--- src/rtl/envelope_follower.sv ---
// Multi-band envelope follower: one shared rectify/update datapath walks
// the bands of each accepted frame, then publishes all envelopes together.

package envelope_follower_pkg;
    localparam int N_FILTERS = 4;
    localparam int IDX_W     = (N_FILTERS > 1) ? $clog2(N_FILTERS) : 1;
    localparam logic [IDX_W-1:0] LAST_IDX = IDX_W'(N_FILTERS - 1);

    typedef enum logic [1:0] {
        IDLE    = 2'd0,
        RECTIFY = 2'd1,
        UPDATE  = 2'd2,
        DONE    = 2'd3
    } state_t;
endpackage

module envelope_follower
    import envelope_follower_pkg::*;
(
    input  logic               clk_in,
    input  logic               rst_in,
    input  logic               valid_in,
    input  logic [4:0]         attack_shift,
    input  logic [4:0]         release_shift,
    input  logic signed [31:0] band_channels     [N_FILTERS],
    output logic signed [31:0] envelope_channels [N_FILTERS],
    output logic               valid_out,
    output logic               busy_out
);

    // Magnitude with the single unrepresentable case (-2^31) clamped.
    function automatic logic [31:0] abs_sat(input logic signed [31:0] x);
        logic [31:0] r;
        if (x == 32'sh8000_0000) begin
            r = 32'h7FFF_FFFF;
        end else if (x < 32'sd0) begin
            r = 32'(-x);
        end else begin
            r = 32'(x);
        end
        return r;
    endfunction

    state_t             state_q;
    logic [IDX_W-1:0]   index_q;
    logic signed [31:0] snap_q [N_FILTERS];
    logic [4:0]         attack_q;
    logic [4:0]         release_q;
    logic [31:0]        mag_q;
    logic signed [31:0] env_q  [N_FILTERS];

    logic [31:0]        mag_d;
    logic signed [32:0] diff_d;
    logic [4:0]         sh_d;
    logic signed [31:0] env_next_d;

    // Shared datapath: rectify the selected band and step its envelope.
    // Envelopes are never negative, so zero-extension to 33 bits is exact;
    // the sum lands between old env and mag, so truncation loses nothing.
    always_comb begin
        mag_d      = abs_sat(snap_q[index_q]);
        diff_d     = $signed({1'b0, mag_q}) - $signed({1'b0, env_q[index_q]});
        sh_d       = release_q;
        if (diff_d > 33'sd0) begin
            sh_d = attack_q;
        end else begin
            sh_d = release_q;
        end
        env_next_d = 32'($signed({1'b0, env_q[index_q]}) + (diff_d >>> sh_d));
    end

    // Frame sequencer: snapshot, per-band rectify/update, then publish.
    always_ff @(posedge clk_in) begin
        if (rst_in) begin
            state_q   <= IDLE;
            index_q   <= '0;
            attack_q  <= 5'd0;
            release_q <= 5'd0;
            mag_q     <= 32'd0;
            valid_out <= 1'b0;
            busy_out  <= 1'b0;
            for (int i = 0; i < N_FILTERS; i++) begin
                snap_q[i]            <= 32'sd0;
                env_q[i]             <= 32'sd0;
                envelope_channels[i] <= 32'sd0;
            end
        end else begin
            valid_out <= 1'b0;
            case (state_q)
                IDLE: begin
                    if (valid_in) begin
                        snap_q    <= band_channels;
                        attack_q  <= attack_shift;
                        release_q <= release_shift;
                        index_q   <= '0;
                        busy_out  <= 1'b1;
                        state_q   <= RECTIFY;
                    end else begin
                        busy_out  <= 1'b0;
                    end
                end
                RECTIFY: begin
                    mag_q   <= mag_d;
                    state_q <= UPDATE;
                end
                UPDATE: begin
                    env_q[index_q] <= env_next_d;
                    if (index_q == LAST_IDX) begin
                        state_q <= DONE;
                    end else begin
                        index_q <= index_q + IDX_W'(1);
                        state_q <= RECTIFY;
                    end
                end
                DONE: begin
                    envelope_channels <= env_q;
                    valid_out         <= 1'b1;
                    state_q           <= IDLE;
                end
                default: begin
                    state_q <= IDLE;
                end
            endcase
        end
    end

endmodule
--- config.mk ---
export PLATFORM = sky130hd
export DESIGN_NAME = envelope_follower
export DESIGN_NICKNAME = d
export VERILOG_FILES = /design/src/rtl/envelope_follower.sv
export SDC_FILE = /design/constraint.sdc
export NUM_CORES = 1
export LEC_CHECK = 0
export CORE_ASPECT_RATIO = 2
export CORE_MARGIN = 2
export CORE_UTILIZATION = 39
export DETAILED_ROUTE_END_ITERATION = 7
export RECOVER_POWER = 50
export SKIP_LAST_GASP = 1
export SLEW_MARGIN = 25
export SYNTH_ARGS = -nofsm -noshare
export SYNTH_HDL_FRONTEND = slang
export SYNTH_SLANG_ARGS = --single-unit
--- constraint.sdc ---
create_clock -name clk_in -period 19.8 [get_ports clk_in]
set_input_delay 2.97 -clock clk_in [delete_from_list [all_inputs] [get_ports clk_in]]
set_output_delay 2.97 -clock clk_in [all_outputs]
set_load 0.02 [all_outputs]
After elaboration in Yosys (flattened, before gate mapping)
Cells that the tools add are included.
{ "op_classes": {"add_sub_neg": 4, "n_lt_le_gt_ge": 4, "eq_ne": 7, "shift": 1, "n_mux": 20, "n_bitwise": 1, "reduce_logical": 5} }
{ "op_table": {"columns": ["operator", "n"], "rows": [
  ["$mux 32", 7],
  ["$bmux 32 s2", 2],
  ["$bwmux 128", 1],
  ["$demux 32 s2", 1],
  ["$gt 33x1->1 const B", 1],
  ["$sshr 33x5->32", 1],
  ["$sub 32x32->33", 1],
  ["$add 32x32->32", 1],
  ["$eq 32x32->1 const B", 1],
  ["$lt 32x1->1 const B", 1],
  ["$neg 32->32", 1],
  ["$mux 2", 4],
  ["$pmux 2 s4", 1],
  ["$eq 2x2->1 const B", 3],
  ["$mux 5", 1],
  ["$ne 2x2->1 const B", 2],
  ["$pmux 2 s2", 1],
  ["$ge 3x3->1 const B", 1],
  ["$lt 3x1->1 const B", 1],
  ["$not 2->3", 1],
  ["$reduce_and 3->1", 1],
  ["$add 2x1->2 const B", 1],
  ["$eq 2x1->1 const B", 1],
  ["$logic_not 2->1", 1],
  ["4 further kinds", 5]
]} }
{ "totals": {"regBits": 432, "inputBits": 141, "out_inout_bits": 130} }

Logic depth before layout (Yosys ltp)
{ "depth": {"ltp_word": 10, "depth_mapped": 47, "ltp_nobuf": 35} }

Least setup slack after synthesis
No wires, ideal clock.
{ "synth_path": {"path_type": "register to register", "from": "register index_q[0]", "to": "register env_q[120] (netlist name)", "setup_time_ns": 0.070, "arrival_ns": 10.770, "setup_slack_ns": 8.960, "stages_incl_launch_ff": 46, "period_less_slack_ns": 10.840, "path_cell_list": "dfxtp_1 > clkbuf_1 > clkbuf_1 > buf_2 > clkbuf_1 > clkbuf_1 > buf_1 > mux4_2 > inv_1 > ha_1 > nand2b_1 > a21oi_1 > o31a_2 > a311o_1 > a31oi_2 > xnor2_1 > a2111oi_2 > nand4_1 > [... 10 more ...] > mux2i_1 > ha_1 > fa_1 > a21o_1 > a21oi_1 > o21bai_1 > a21oi_1 > o21bai_1 > a41oi_1 > o21bai_1 > a31oi_1 > o211ai_1 > a31oi_1 > nor2_1 > a211oi_1 > xnor2_1 > nand2_1 > a21oi_1"} }
{ "synth_via": {"elab_chain_cells": 10, "elab_cells_between_ends": 15, "classes_between": "2 x add/sub; 3 x order compare; 1 x shift; 7 x mux; 1 x bitwise; 1 x reduce/logical"} }
{ "synth_lines": {"columns": ["item", "line_no", "text"], "rows": [
  ["start: declaration", "45", "logic [IDX_W-1:0] index_q;"],
  ["start signal: assignment", "111", "index_q <= index_q + IDX_W'(1);"],
  ["$not 2->3 (not written as such) (*)", "62, 69, 107", null],
  ["$bmux 32 s2", "62, 69", null],
  ["$mux 32 (not written as such) (2 in a row)", "62, 69", null],
  ["$sub 32x32->33", "62", "diff_d = $signed({1'b0, mag_q}) - $signed({1'b0, env_q[index_q]});"],
  ["$gt 33x1->1", "64", "if (diff_d > 33'sd0) begin"],
  ["$mux 5", "64", null],
  ["$sshr 33x5->32", "69", "env_next_d = 32'($signed({1'b0, env_q[index_q]}) + (diff_d >>> sh_d));"],
  ["$add 32x32->32", "69", null],
  ["$bwmux 128 (*)", "107", "env_q[index_q] <= env_next_d;"],
  ["end signal: indexed assignment", "107", null],
  ["end: declaration", "50", "logic signed [31:0] env_q [N_FILTERS];"]
]} }
Mark *: on every way between the ends. The rest lies on a longest branch, timed or not. The select of a mux whose other input is x is not followed.
A chain may end at the register's enable or synchronous reset.

Final worst setup path
{ "layout_path": {"from": "register index_q[0]", "to": "register env_q[94] (netlist name)"} }
Same word-level chain as after synthesis.

==> impl_metrics.py <==
metrics = {
    "status": {
        "status": "complete, but fails checks",
        "failed_checks": "capacitance limit, slew limit",
    },
    "critical_path": {
        "worstSetupPathType": "flip-flop to flip-flop",
        "arrival_ns": 11.73,
        "start_kind": "flip-flop",
        "path_max_fanout": 44,
        "required_ns": 20.24,
        "worst_setup_path_end_kind": "flip-flop",
        "critPathMaxStageDelay_ns": 0.93,
        "crit_slowest_cell": "dfxtp_4",
    },
    "logic_synthesis": {
        "synth.avg_cell_area_sq_um": 8.06,
        "synth_warnings": 0,
        "syn-cell-area_sq_um": 22600,
        "synth_top_area_share_pct": 38.2,
        "seq_area_frac_synth_pct": 38.2,
        "synth.largest_area_cell": "dfxtp_1",
        "yosys-top-cells-area": "dfxtp_1 38%, nand2_1 14%, a21oi_1 9.8%",
        "ys_async_sr_fraction_pct": 0,
        "post-synth-top-count-cell": "nand2_1",
        "synth_nets": 3020,
        "synth_cell_type_count": 76,
        "synth_edf_count": 0,
        "synthFlopType": "dfxtp_1",
        "synthTopCellsByCount": "822 x nand2_1, 443 x a21oi_1, 432 x dfxtp_1",
        "syn_inst": 2806,
        "synth_seq_cells": 432,
    },
    "place": {
        "port_buffers": 270,
        "gp_congestion": 0.966,
        "dp_hpwl_mm": 59.9,
        "place_inst": 3677,
    },
    "clock_network": {
        "clkSinkCount": 432,
        "h-tree-depth": 2,
        "cts_buffers": 40,
        "cts_resized": 0,
        "cts_root_buffer": "clkbuf_16",
        "cts_tree": "done",
        "post_cts_buffers": 0,
        "path_clk_slew_ns": 0.07,
        "clock_path_buffers": 3,
        "ctsHoldBuffers": 0,
        "clock_latency_ns": 0.58,
    },
    "cells_and_area": {
        "drive_gt1_share_pct": 7.45,
        "utilization_pct": 47.4,
        "area_growth_pct": 20.0,
        "layoutNonFillerInstCount": 3750,
        "n_antenna_cell": 0,
        "nNetsFinal": 3177,
    },
    "power_and_ir_drop": {
        "peakVddDrop_v": 0.0000682,
        "powerDensity_nw_per_um2": 113,
        "total_power_uw": 3080,
        "p_leak_uw": 0.0101,
    },
    "die": {
        "initial_core_util_pct": 39.5,
        "die_area_sq_um": 60100,
        "die_x_microns": 174,
        "coreArea_sq_um": 57200,
        "dieHeight_microns": 345,
        "ioPinCount": 271,
        "fp-row-count": 124,
    },
    "routing": {
        "via_per_inst": 5.43,
        "totalWireLength_mm": 78.1,
        "wl_per_cell_microns": 20.8,
        "vias": 20400,
        "dr.pass1.iters": 7,
        "drc": 0,
        "ant_nets": 0,
        "drtIter0Drc": 1336,
    },
    "timing": {
        "finClkSkew_ns": 0.0323,
        "rsz0062_at_grt": "no",
        "holdWs_ns": 0.449,
        "fmax_mhz": 88.6,
        "relSlewSlack_pct": -373,
        "drv_slew": 351,
        "setup_viol": 0,
        "finalHoldViolations": 0,
        "tightest_slew_ns": 7.09,
        "fin_crit_ns": 11.28,
        "setup_tns_ns": 0,
        "period_share_pct": 57.0,
    },
    "flow_run": {
        "maxCapViolCount": 3,
    },
    "global_routing": {
        "gr-usage-all-layers_pct": 25.3,
        "grt_pass1_vias": 20500,
        "grt-ovfl-total": 0,
        "grt_max_degree": 170,
        "grt_pass1_wl_mm": 118,
        "grt_antenna_before_repair": 0,
    },
    "hold_path": {
        "hold_class": "flip-flop to flip-flop",
    },
}
==> layout by cell type, fill, tap and decap left out, types with 8 or more instances in the layout <==
cell	synthesis	layout
nand2_1	822	819
a21oi_1	443	443
dfxtp_1	432	430
clkdlybuf4s50_1	0	164
dlygate4sd3_1	0	105
nor2_1	98	97
mux2i_1	91	91
ha_1	71	71
mux4_2	62	62
inv_1	55	55
o21ai_0	52	52
xnor2_1	48	48
a211oi_1	43	43
clkbuf_16	0	41
a21o_1	37	37
mux2_2	33	33
xor2_1	31	31
nor3_1	26	26
buf_4	0	26
and2_1	22	20
nand3_1	17	17
nand3b_1	15	15
and3_1	13	13
o211ai_1	12	12
nand2b_1	11	11
o21a_1	11	11
or2_2	11	11
clkbuf_1	149	11
o31ai_1	10	10
o21bai_1	10	10
o21ai_1	10	10
nand4_1	9	9
clkinv_2	0	9
or3_1	8	8
nor2b_1	9	8
mux2_1	8	8
==> per-stage QoR <==
stage	setup WS, ns	area [sq um]
2_1_floorplan	8.96	22600
3_3_place_gp	8.64	25800
3_5_place_dp	8.50	25800
4_1_cts	8.42	27200
5_1_grt	7.65	27100
6_report	8.52	27100
==> registers in the layout (all words and copies together), names as in the netlist <==
signal / count
env_q: 128
envelope_channels: 128
snap_q: 128
mag_q: 32
attack_q: 5
release_q: 5
index_q: 2
state_q: 2
busy_out: 1
valid_out: 1
==> final cells by class <==
class	count	area, sq um
Clock inverter	18	235
Inverter	56	210
Multi-Input combinational cell	2135	13000
Sequential cell	432	8660
Fill cell	5609	30100
Tap cell	756	946
Timing Repair Buffer	298	2900
Clock buffer	55	1140
==> cells by family (layout without fill, tap and decap cells) <==
| kind of cell | Yosys count | in the layout | synth area share, % |
|---|---|---|---|
| simple gates | 1085 | 1085 | 19.8 |
| xor+xnor | 79 | 79 | 3.06 |
| flops | 432 | 432 | 38.2 |
| mux | 198 | 198 | 12.5 |
| compound gates | 700 | 700 | 18.1 |
| fa+ha+maj | 73 | 73 | 4.10 |
| buf+inv | 239 | 427 | 4.20 |
==> worst max-delay path: cells and delay by family, from the launching register on <==
family,cells,cell delay (ns)
AOI/OAI and AO/OA,17,4.00
and+or+nand+nor,6,2.01
muxes,6,1.80
adders and majority gates,3,0.95
DFF,1,0.93
buffers and inverters,2,0.73
xor gates and xnor gates,2,0.66
==> layer usage <==
metal	part of all wire (%)	wire, microns	track usage [%]
met2	53	41400	47.8
met5	0	0	0
met3	5.2	4030	3.75
met4	7.0	5470	16.6
met1	35	27200	25.6
==> report_power, final <==
part | total, uW | internal (uW) | leakage, uW | switching [uW]
logic | 1340 | 481 | 0.00589 | 860
registers | 924 | 900 | 0.00351 | 23.4
clock network | 811 | 459 | 0.000672 | 352
total | 3080 | 1840 | 0.0101 | 1240
==> worst paths after layout <==
kind | startpoint | to | slack, ns | depth (start not counted)
max reg2reg | index_q[0] | env_q[94] | 8.52 | 36
min | envelope_channels[85] | envelope_channels[85] | 0.45 | 2
max | index_q[0] | env_q[94] | 8.52 | 36
min reg2reg | envelope_channels[85] | envelope_channels[85] | 0.45 | 2
Power figures use the tool's default switching activity.
